[config.mk]
export PLATFORM = sky130hd
export DESIGN_NAME = clint_timer_sched
export DESIGN_NICKNAME = d
export VERILOG_FILES = /design/src/rtl/clint_pkg.sv /design/src/rtl/clint_wr_master.sv /design/src/rtl/clint_timer_sched.sv
export SDC_FILE = /design/constraint.sdc
export NUM_CORES = 1
export LEC_CHECK = 0
export CORE_UTILIZATION = 55
export CTS_CLUSTER_DIAMETER = 80
export CTS_CLUSTER_SIZE = 20
export DETAILED_ROUTE_END_ITERATION = 8
export PLACE_DENSITY = 0.82
export SLEW_MARGIN = 25
export SYNTH_ARGS = -nofsm -noshare
export SYNTH_HDL_FRONTEND = slang
export SYNTH_HIERARCHICAL = 1
export SYNTH_SLANG_ARGS = --single-unit
[constraint.sdc]
create_clock -name clk -period 8.1 [get_ports clk]
set_input_delay 2.43 -clock clk [delete_from_list [all_inputs] [get_ports clk]]
set_output_delay 2.43 -clock clk [all_outputs]
set_load 0.05 [all_outputs]
[src/rtl/clint_pkg.sv]
// Shared CLINT register map, scheduler state encoding and address helper
// used by the CLINT bus masters.
package clint_pkg;

  localparam logic [15:0] MSIP_BASE     = 16'h0000;
  localparam logic [15:0] MTIMECMP_BASE = 16'h4000;
  localparam logic [15:0] MTIME_BASE    = 16'hbff8;

  localparam logic [63:0] TIME_NEVER = 64'hFFFF_FFFF_FFFF_FFFF;

  typedef enum logic [2:0] {
    SCAN,
    WR_LO_MAX,
    WR_HI,
    WR_LO,
    SETTLE,
    WAIT
  } sched_state_e;

  // Byte address of the low word of mtimecmp for a given hart.
  function automatic logic [31:0] mtimecmp_addr(input int unsigned hart);
    return {16'h0000, MTIMECMP_BASE} + (hart << 3);
  endfunction

endpackage

[src/rtl/clint_wr_master.sv]
// Single-outstanding CLINT write port: the request is presented while start_i
// is held and completes (done_o) on the cycle the slave accepts it.
module clint_wr_master #(
  parameter int ADDR_W = 32,
  parameter int DATA_W = 32
) (
  input  logic                start_i,
  input  logic [ADDR_W-1:0]   addr_i,
  input  logic [DATA_W-1:0]   data_i,
  output logic                done_o,
  output logic                m_valid_o,
  output logic [ADDR_W-1:0]   m_address_o,
  output logic [DATA_W-1:0]   m_wdata_o,
  output logic [DATA_W/8-1:0] m_wstrb_o,
  input  logic                m_ready_i
);

  // The caller keeps start_i, addr_i and data_i stable until done_o, so the
  // bus fields are stable for the whole handshake and idle at zero otherwise.
  assign m_valid_o   = start_i;
  assign m_address_o = start_i ? addr_i : '0;
  assign m_wdata_o   = start_i ? data_i : '0;
  assign m_wstrb_o   = start_i ? '1 : '0;
  assign done_o      = start_i & m_ready_i;

endmodule

[src/rtl/clint_timer_sched.sv]
// Per-hart timer-event scheduler: keeps N_SLOTS deadlines, programs mtimecmp
// with the earliest active one and pulses expired[] when mtip fires.
module clint_timer_sched
  import clint_pkg::*;
#(
  parameter int unsigned N_SLOTS = 4,
  parameter int unsigned HART_ID = 0,
  parameter int          ADDR_W  = 32,
  parameter int          DATA_W  = 32,
  parameter int          SLOT_W  = $clog2(N_SLOTS)
) (
  input  logic                clk,
  input  logic                reset,
  input  logic                arm_valid,
  input  logic [SLOT_W-1:0]   arm_slot,
  input  logic [63:0]         arm_deadline,
  input  logic                cancel_valid,
  input  logic [SLOT_W-1:0]   cancel_slot,
  output logic                req_ready,
  output logic [N_SLOTS-1:0]  active,
  output logic [N_SLOTS-1:0]  expired,
  input  logic                mtip,
  output logic                m_valid,
  output logic [ADDR_W-1:0]   m_address,
  output logic [DATA_W-1:0]   m_wdata,
  output logic [DATA_W/8-1:0] m_wstrb,
  input  logic                m_ready
);

  localparam logic [ADDR_W-1:0] CMP_LO    = ADDR_W'(mtimecmp_addr(HART_ID));
  localparam logic [ADDR_W-1:0] CMP_HI    = CMP_LO + ADDR_W'(4);
  localparam logic [SLOT_W-1:0] LAST_SLOT = SLOT_W'(N_SLOTS - 1);

  sched_state_e        state_q, state_d;
  logic [SLOT_W-1:0]   scan_idx_q, scan_idx_d;
  logic [N_SLOTS-1:0]  active_q, active_d;
  logic [N_SLOTS-1:0]  expired_q, expired_d;
  logic                cur_valid_q, cur_valid_d;
  logic [SLOT_W-1:0]   cur_slot_q, cur_slot_d;
  logic [63:0]         cur_dl_q, cur_dl_d;
  logic                settle_q, settle_d;
  logic [63:0]         dl_q [N_SLOTS];
  logic                dl_we;
  logic [63:0]         target;
  logic                wr_start, wr_done;
  logic [ADDR_W-1:0]   wr_addr;
  logic [DATA_W-1:0]   wr_data;

  assign target  = cur_valid_q ? cur_dl_q : TIME_NEVER;
  assign active  = active_q;
  assign expired = expired_q;

  always_comb begin
    state_d     = state_q;
    scan_idx_d  = scan_idx_q;
    active_d    = active_q;
    expired_d   = '0;
    cur_valid_d = cur_valid_q;
    cur_slot_d  = cur_slot_q;
    cur_dl_d    = cur_dl_q;
    settle_d    = settle_q;
    dl_we       = 1'b0;
    req_ready   = 1'b0;
    wr_start    = 1'b0;
    wr_addr     = CMP_LO;
    wr_data     = '1;
    unique case (state_q)
      SCAN: begin
        // Slot 0 seeds the running minimum; strict < keeps ties on the lower index.
        if (scan_idx_q == '0) begin
          cur_valid_d = active_q[0];
          cur_dl_d    = dl_q[0];
          cur_slot_d  = '0;
        end else if (active_q[scan_idx_q] &&
                     (!cur_valid_q || dl_q[scan_idx_q] < cur_dl_q)) begin
          cur_valid_d = 1'b1;
          cur_dl_d    = dl_q[scan_idx_q];
          cur_slot_d  = scan_idx_q;
        end
        if (scan_idx_q == LAST_SLOT) begin
          scan_idx_d = '0;
          state_d    = WR_LO_MAX;
        end else begin
          scan_idx_d = scan_idx_q + 1'b1;
        end
      end
      // Parking the low word at all-ones first keeps mtimecmp from passing
      // through a transient smaller value while the high word changes.
      WR_LO_MAX: begin
        wr_start = 1'b1;
        wr_addr  = CMP_LO;
        wr_data  = '1;
        if (wr_done) state_d = WR_HI;
      end
      WR_HI: begin
        wr_start = 1'b1;
        wr_addr  = CMP_HI;
        wr_data  = target[63:32];
        if (wr_done) state_d = WR_LO;
      end
      WR_LO: begin
        wr_start = 1'b1;
        wr_addr  = CMP_LO;
        wr_data  = target[31:0];
        if (wr_done) begin
          settle_d = 1'b0;
          state_d  = SETTLE;
        end
      end
      SETTLE: begin
        if (settle_q) state_d = WAIT;
        else          settle_d = 1'b1;
      end
      WAIT: begin
        if (mtip && cur_valid_q) begin
          expired_d[cur_slot_q] = 1'b1;
          active_d[cur_slot_q]  = 1'b0;
          state_d               = SCAN;
        end else begin
          req_ready = 1'b1;
          // Cancel is applied first so an arm of the same slot overrides it.
          if (cancel_valid) active_d[cancel_slot] = 1'b0;
          if (arm_valid) begin
            active_d[arm_slot] = 1'b1;
            dl_we              = 1'b1;
          end
          if (arm_valid || cancel_valid) state_d = SCAN;
        end
      end
      default: state_d = SCAN;
    endcase
  end

  always_ff @(posedge clk or negedge reset) begin
    if (!reset) begin
      state_q     <= SCAN;
      scan_idx_q  <= '0;
      active_q    <= '0;
      expired_q   <= '0;
      cur_valid_q <= 1'b0;
      cur_slot_q  <= '0;
      settle_q    <= 1'b0;
    end else begin
      state_q     <= state_d;
      scan_idx_q  <= scan_idx_d;
      active_q    <= active_d;
      expired_q   <= expired_d;
      cur_valid_q <= cur_valid_d;
      cur_slot_q  <= cur_slot_d;
      settle_q    <= settle_d;
    end
  end

  // Deadline storage is qualified by active_q, so it needs no reset.
  always_ff @(posedge clk) begin
    cur_dl_q <= cur_dl_d;
    if (dl_we) dl_q[arm_slot] <= arm_deadline;
  end

  clint_wr_master #(
    .ADDR_W(ADDR_W),
    .DATA_W(DATA_W)
  ) u_wr (
    .start_i    (wr_start),
    .addr_i     (wr_addr),
    .data_i     (wr_data),
    .done_o     (wr_done),
    .m_valid_o  (m_valid),
    .m_address_o(m_address),
    .m_wdata_o  (m_wdata),
    .m_wstrb_o  (m_wstrb),
    .m_ready_i  (m_ready)
  );

endmodule
==> out/results.txt, run 1 <==
DRC Markers: 0
total grt overflow: 0
clock latency on the worst-skew pair: 0.53 ns
Root Driver: clkbuf_16
Routed Wire Length: 35,560 um
Final Max Tran Viols: 0
f_max: 0.1558 GHz
Final Critical Period: 6.419 ns
max cap viols: 0
TritonCTS Buffers: 20
normalized max-slew margin: 28.36%
CORE AREA: 0.02718 mm2
launching point of the worst reg2reg path: scan_idx_q[0]
Vias/cell: 5.908
Routed WL per cell: 22.19 um
Final Hold Viols: 0
hold_sp: dl_q[0][36]
Rows: 60
Seq cells post-synth: 337
Peak VDD IR: 0.0003441 V
die outline height: 169.1 um
Seq/Total Area, Yosys: 65.34%
initial antenna violation count: 0
Synth Flop Type: edfxtp_1
dpl hpwl: 23,050 um
die width: 169.1 um
# setup viols final: 0
P_leak: 6.502 nW
H-tree levels: 1
CP Capture Type: output port
Worst-Margin Slew: 1.075 ns
drt first-iter violations: 1,221
Worst Hold End: cur_dl_q[36]
M3 GR Usage: 4.209%
first drt pass iteration count: 5
Yosys warnings: 6
Final Wtd Congestion: 0.9020
clk slew on worst S/H paths: 0.08 ns
CTS Sinks: 337
first-pass GRT wire length: 53,890 um
antenna fix cells: 0
CTS Hold Bufs: 0
Setup crit start kind: input pin
Crit Path Max Fanout: 3
Clock Tree Buf Depth: 3
Async SR Flop Fraction: 5.045%
Worst Skew: 0.03270 ns
Post CTS Setup Buffer Count: 0
Mapped Cells: 1,087
Post-Layout Cell Count: 1,602
Total Routing Usage GR: 25.36%
Setup TNS: 0 ns
post-CTS resize count: 0
period utilization: 79.25%
Synth area leader: edfxtp_1
arrival time at the worst endpoint: 3.99 ns
largest cells by area after synthesis: edfxtp_1 63%, mux4_2 9.5%, nand2_1 5.9%
crit path kind: input pin to output port
antenna-violating nets left: 0
share of cells above drive strength 1: 9.919%
Mean Syn Cell Area: 14.13 um2
PortBufs: 121
CP required: 5.67 ns
GR Layer Usage met1: 34.20%
M2 GR Usage: 42.08%
RSZ-0062 raised after global routing: no
R2R setup slack: 2.73 ns
Pwr Density: 395.7 mW/mm2
# fillers: 1,969
Synth Cell Area: 0.01536 mm2
worst hold path class: flip-flop to flip-flop
Placed Cells: 1,571
Initial Utilization: 56.51%
die area: 0.02859 mm2
Netlist cell types: 53
share of the synthesized area in the top cell type: 62.57%
routed vias: 9,465
CTS tree: built
Reg-to-Reg End: cur_dl_q[29]
largest net degree at the start of global routing: 68
vias in the first global route: 9,399
hold depth: 2
Post-synth EDFFs: 320
NumNets Final: 1,362
Area Growth Syn to Fin: 15.15%
GRT Max-Usage Layer: met2
outcome: complete, no violations
I/O pin count: 152
Reg2Reg Depth: 11
critical path startpoint: mtip
[cells in the final DEF (no fill, tap or decap), types with 4 or more instances in the layout]
master           count
o22ai_1             31
nand3_1             10
o32a_1               4
dfrtp_1             15
clkdlybuf4s50_1    121
nor2_1              12
ha_1                64
edfxtp_1           320
inv_1               73
a21o_1               8
buf_4               15
o21ai_0             17
nor3_1               5
nand4_1             13
clkbuf_16           21
and2_1              66
conb_1              31
nand2_1            241
clkbuf_1             7
mux4_2              65
a21oi_1             26
[layer usage]
layer  part of all wire [%]  up-vias  wire length [um]
met3                     10       54              3664
met2                     48      521             17160
met1                     38     4660             13550
li1                       -     4230                 -
met5                      0        -                 0
met4                    3.3        0              1187
[worst max-delay path by stage]
stage	endpoint	cells past startpoint
floorplan	dl_q[1][0]	4
global placement	req_ready	3
detailed placement	req_ready	3
CTS	req_ready	3
global route	req_ready	3
finish	req_ready	3
[registers in the layout (all words and copies together), names as in the netlist]
name         count
cur_slot_q       2
dl_q           256
active           4
state_q          3
cur_dl_q        64
settle_q         1
expired          4
scan_idx_q       2
cur_valid_q      1
[worst max-delay path, stage by stage]
cell	delay (ns)
clkdlybuf4s50_1	0.43
a21oi_1	0.27
clkdlybuf4s50_1	0.86
[cells by family (layout without fill, tap and decap cells)]
kind of cell	count (synthesis)	in the layout	share of synthesized area (%)
and+or+nand+nor	372	372	11.06
DFF	337	337	65.34
buffers and inverters	129	243	3.683
AOI/OAI and AO/OA	115	115	4.913
muxes	66	66	9.606
adders and majority gates	65	65	5.296
other	2	31	0.04890
xor gates and xnor gates	1	1	0.05704
[synth_stat cells, types with 4 or more instances]
library cell	instances
nand3_1	10
mux4_2	65
nor2_1	15
buf_6	7
dfrtp_1	17
a21oi_1	27
a21o_1	8
buf_4	5
edfxtp_1	320
inv_1	74
clkbuf_1	32
nand2_1	241
o32a_1	4
o22ai_1	31
and2_1	66
nor3_1	5
buf_2	8
ha_1	65
o21ai_0	17
nand4_1	13
[per-stage QoR]
| stage | setup WS, ns | util (%) | hold WS (ns) | total power [mW] | instance area (um2) |
|---|---|---|---|---|---|
| floorplan | 1.301 | - | 0.4833 | 4.958 | 15470 |
| global placement | 1.696 | 62.63 | 0.5135 | 5.829 | 17020 |
| detailed placement | 1.679 | 62.84 | 0.5223 | 5.972 | 17080 |
| CTS | 1.671 | 64.88 | 0.5393 | 6.982 | 17630 |
| global route | 1.648 | 65.07 | 0.5656 | 7.343 | 17680 |
| finish | 1.681 | 65.07 | 0.5351 | 6.997 | 17680 |
[cell type report]
class | count | area [um2] | area share [%]
Tap cell | 372 | 465.4 | 2.632
Inverter | 74 | 277.8 | 1.571
Multi-Input combinational cell | 650 | 4915 | 27.79
Timing Repair Buffer | 140 | 1426 | 8.066
Clock buffer | 28 | 551.8 | 3.120
Sequential cell | 337 | 10040 | 56.79
Clock inverter | 1 | 5.005 | 0.02830
[power by group]
group / total [mW] / leakage (nW) / switching, mW / internal (mW)
clock: 1.01 / 0.271 / 0.534 / 0.475
sequential: 2.60 / 3.12 / 0.340 / 2.26
combinational: 3.38 / 3.11 / 2.15 / 1.23
Note: power is estimated with default switching activity, not from simulation.
==> inputs of run 2 (changes only) <==
- CORE_UTILIZATION: 55 -> 52
- clock period: 8.1 -> 5.64 ns (I/O delays scaled with it)
==> out/results.txt, run 2 (same netlist as run 1, synthesis figures left out) <==
outcome: complete, no violations
Initial Utilization: 53.22%
Root Driver: clkbuf_16
f_max: 0.2005 GHz
Reg2Reg Depth: 10
# setup viols final: 0
NumNets Final: 1,363
H-tree levels: 1
routed vias: 9,486
drt first-iter violations: 1,038
antenna fix cells: 0
RSZ-0062 raised after global routing: no
dpl hpwl: 23,640 um
die area: 0.03022 mm2
CTS tree: built
total grt overflow: 0
I/O pin count: 152
Sw Pwr: 4.329 mW
launching point of the worst reg2reg path: scan_idx_q[0]
max reg flops: 256
CP required: 3.95 ns
first-pass GRT wire length: 54,150 um
commonest non-fill, non-tap cell in the layout: edfxtp_1
die width: 173.9 um
CORE AREA: 0.02886 mm2
PortBufs: 121
crit path kind: flip-flop to output port
most frequent cells in the layout: 320 x edfxtp_1, 241 x nand2_1, 121 x clkdlybuf4s50_1
arrival time at the worst endpoint: 3.29 ns
Peak VDD IR: 0.0004803 V
period utilization: 88.42%
Clock Tree Buf Depth: 3
CP endpoint: m_wdata[8]
Net Sw Frac: 43.21%
max cap viols: 0
critical path startpoint: state_q[2]
Routed Wire Length: 35,540 um
worst hold path class: flip-flop to flip-flop
Setup crit start kind: flip-flop
clk slew on worst S/H paths: 0.08 ns
Largest regs: dl_q x256, cur_dl_q x64
share of cells above drive strength 1: 9.911%
Final Hold Viols: 0
placed inst area: 0.01714 mm2
fin area: 0.01769 mm2
post-CTS resize count: 0
CTS Hold Bufs: 0
Rows: 62
Crit Path Max Fanout: 13
DP Worst Slack: 0.7157 ns
CTS Sinks: 337
Area Growth Syn to Fin: 15.22%
Comb pwr share: 48.1%
initial antenna violation count: 1
Worst-Margin Slew: 0.8899 ns
largest net degree at the start of global routing: 68
Pwr Density: 566.2 mW/mm2
CP Capture Type: output port
internal power: 5.690 mW
Vias/cell: 5.874
hold depth: 2
Worst Skew: 0.02846 ns
clock latency on the worst-skew pair: 0.53 ns
normalized max-slew margin: 39.92%
final setup margin: 0.6533 ns
Final Wtd Congestion: 0.8551
Final Critical Period: 4.987 ns
first drt pass iteration count: 5
antenna-violating nets left: 0
Final Max Tran Viols: 0
Post CTS Setup Buffer Count: 0
Total Routing Usage GR: 23.86%
Reg-to-Reg End: cur_dl_q[35]
Hold WS: 0.5406 ns
clock share of power: 14.4%
Routed WL per cell: 22.01 um
DRC Markers: 0
die outline height: 173.9 um
TritonCTS Buffers: 20
R2R setup slack: 0.88 ns
P_leak: 6.495 nW
largest register by flop count: dl_q
power share of the sequential group: 37.5%
vias in the first global route: 9,491
## run 2: changes by cell type in the layout (fill, tap and decap cells not counted)
| cell | delta |
|---|---|
| clkinv_2 | -1 |
| clkinv_1 | +1 |
| buf_16 | -3 |
| buf_12 | +4 |
## run 2: how the worst min path moves through the flow
stage                    to  slack (ns)          start
6_report       cur_dl_q[33]        0.54    dl_q[0][33]
5_1_grt         cur_dl_q[1]        0.56     dl_q[0][1]
4_1_cts        cur_dl_q[24]        0.54    dl_q[0][24]
3_5_place_dp   cur_dl_q[24]        0.52    dl_q[0][24]
3_3_place_gp   cur_dl_q[60]        0.51    dl_q[0][60]
2_1_floorplan    expired[2]        0.48  cur_slot_q[0]
## run 2: final cells by class
class / count / area (um2)
fill: 2126 / 11160
sequential: 337 / 10040
multi-input combinational: 650 / 4915
timing repair buffer: 141 / 1424
clock buffer: 28 / 551.8
tap: 384 / 480.5
inverter: 74 / 277.8
clock inverter: 1 / 3.754
## run 2: worst max-delay path: stages, from the launching register on
cell	delay (ns)
dfrtp_1	0.60
nor2b_1	0.14
nand2_1	0.49
buf_4	0.30
o22ai_1	0.10
nand2_1	0.07
and2_1	0.22
clkdlybuf4s50_1	0.83
## run 2: through the flow
step                      total power [mW]  cells  util [%]  TNS [ns]
after detailed placement             8.568   1586     59.39         0
after global routing                 10.52   1615     61.32         0
after CTS                            10.02   1615     61.32         0
after global placement               8.438   1586     59.39         0
final                                10.02   1615     61.32         0
after floorplan                      7.108   1116         -    -12.12
## run 2: power by group through the flow
stage	Combinational [mW]	Sequential, mW	Clock, mW
floorplan	3.63	3.47	0
global placement	4.65	3.78	0
detailed placement	4.77	3.79	0
CTS	4.81	3.74	1.46
global route	5.20	3.78	1.54
finish	4.81	3.76	1.45
## run 2: routing by layer
metal  wire length, um  global-route usage [%]  vias to the layer above
li1                  -                       -                     4237
met1             13580                   32.41                     4664
met2             17060                   38.53                      507
met3              3586                   3.947                       76
met4              1308                   9.832                        2
met5                 9                       0                        -
==> inputs of run 3 (changes only) <==
- CTS_CLUSTER_DIAMETER: 80 -> unset
- GPL_TIMING_DRIVEN: unset -> 0
==> out/results.txt, run 3 (same netlist as run 1, synthesis figures left out) <==
Worst Skew: 0.02458 ns
hold_sp: dl_q[0][4]
max layer used: met4
Crit Path Max Fanout: 18
arrival time at the worst endpoint: 5.52 ns
Final Max Tran Viols: 0
final setup margin: 0.3332 ns
first drt pass iteration count: 5
crit path kind: flip-flop to flip-flop
max cap viols: 0
outcome: complete, no violations
critical path startpoint: scan_idx_q[1]
RSZ-0062 raised after global routing: no
met2 WL: 17,900 um
Final Hold Viols: 0
Largest regs: dl_q x256, cur_dl_q x64
clock share of power: 19.4%
Total Routing Usage GR: 24.89%
DP Worst Slack: 0.4080 ns
Reg-to-Reg End: cur_dl_q[27]
post-CTS resize count: 0
total grt overflow: 0
largest net degree at the start of global routing: 44
clk slew on worst S/H paths: 0.06 ns
launching point of the worst reg2reg path: scan_idx_q[1]
Pwr Density: 593.0 mW/mm2
antenna-violating nets left: 0
CP required: 5.85 ns
clock latency on the worst-skew pair: 0.52 ns
Worst-Margin Slew: 0.8632 ns
Final Critical Period: 5.307 ns
vias in the first global route: 9,761
CTS Hold Bufs: 0
CTS tree: built
first-pass GRT wire length: 56,470 um
CORE AREA: 0.02886 mm2
largest register by flop count: dl_q
most frequent cells in the layout: 320 x edfxtp_1, 241 x nand2_1, 121 x clkdlybuf4s50_1
Clock Tree Buf Depth: 3
WL met3: 3401 um
# fillers: 2,008
drt first-iter violations: 1,103
die width: 173.9 um
period utilization: 94.09%
internal power: 6.391 mW
Final Wtd Congestion: 0.9193
initial antenna violation count: 1
Initial Utilization: 53.22%
Area Growth Syn to Fin: 21.00%
R2R setup slack: 0.33 ns
Comb pwr share: 48.0%
Reg2Reg Depth: 13
routed vias: 9,886
Post-Layout Cell Count: 1,697
f_max: 0.1884 GHz
DRC Markers: 0
commonest non-fill, non-tap cell in the layout: edfxtp_1
normalized max-slew margin: 42.46%
Peak VDD IR: 0.0003681 V
Vias/cell: 5.826
die area: 0.03022 mm2
Net Sw Frac: 42.00%
CTS Sinks: 337
H-tree levels: 2
Setup crit start kind: flip-flop
Power Total: 11.02 mW
I/O pin count: 152
Post CTS Setup Buffer Count: 0
Root Driver: clkbuf_16
share of cells above drive strength 1: 11.96%
P_leak: 6.917 nW
Routed WL per cell: 21.80 um
TritonCTS Buffers: 35
PortBufs: 121
dpl hpwl: 26,660 um
CP Capture Type: flip-flop
M1 wire length: 14,200 um
NumNets Final: 1,428
die outline height: 173.9 um
CP endpoint: cur_dl_q[27]
Placed Cells: 1,636
max reg flops: 256
# setup viols final: 0
power share of the sequential group: 32.5%
worst hold path class: flip-flop to flip-flop
Rows: 62
Routed Wire Length: 36,990 um
Sw Pwr: 4.629 mW
antenna fix cells: 0
-- run 3: changes by cell type in the layout (fill, tap and decap cells not counted), sizes merged --
cell | before | now
buf | 20 | 38
bufinv | 0 | 1
clkbuf | 28 | 75
clkinv | 1 | 16
clkinvlp | 0 | 1
-- run 3: layout make-up --
class,instances,area [um2],area share [%]
tap,384,480.5,2.586
clock buffer,43,948.4,5.104
inverter,74,277.8,1.495
clock inverter,18,106.4,0.5723
multi-input combinational,650,4908,26.41
sequential,337,10030,54.00
timing repair buffer,136,1539,8.282
buffer,55,287.8,1.549
-- run 3: how the worst min path moves through the flow --
| stage | depth (start not counted) | end | slack, ns |
|---|---|---|---|
| after floorplan | 1 | expired[2] | 0.48 |
| after global placement | 2 | cur_dl_q[4] | 0.51 |
| after detailed placement | 2 | cur_dl_q[18] | 0.52 |
| after CTS | 2 | cur_dl_q[4] | 0.54 |
| after global routing | 2 | cur_dl_q[24] | 0.56 |
| final | 2 | cur_dl_q[4] | 0.54 |
-- run 3: metrics by stage --
step,util (%),setup TNS (ns),hold WS [ns],area (um2)
after floorplan,-,-12.12,0.4833,15480
after global placement,59.50,-298.64,0.5141,17170
after detailed placement,60.74,0,0.5245,17530
after CTS,64.39,0,0.5369,18580
after global routing,64.39,0,0.5634,18580
final,64.39,0,0.5387,18580
-- run 3: critical path: stages, from the launching register on --
cell      delay [ns]
dfrtp_1         0.46
buf_1           0.65
clkbuf_1        0.52
mux4_2          0.45
ha_1            0.32
a21o_1          0.19
nand3_1         0.08
a21oi_1         0.07
o311ai_0        0.75
a31oi_2         0.24
nand2b_1        0.25
a21oi_4         0.60
buf_16          0.24
buf_16          0.17
-- run 3: power by group through the flow --
| stage | Combinational [mW] | Sequential (mW) | Clock (mW) |
|---|---|---|---|
| after CTS | 5.26 | 3.56 | 2.17 |
| after global routing | 5.68 | 3.59 | 2.25 |
| after detailed placement | 5.19 | 3.60 | 0 |
| final | 5.29 | 3.58 | 2.14 |
| after floorplan | 3.63 | 3.47 | 0 |
| after global placement | 4.93 | 3.64 | 0 |
-- run 3: per-layer routing --
layer  vias to the layer above  global-route usage, %
met1                      4850                  32.58
li1                       4395                      -
met4                         0                  11.07
met5                         -                      0
met2                       553                  40.88
met3                        88                  4.474
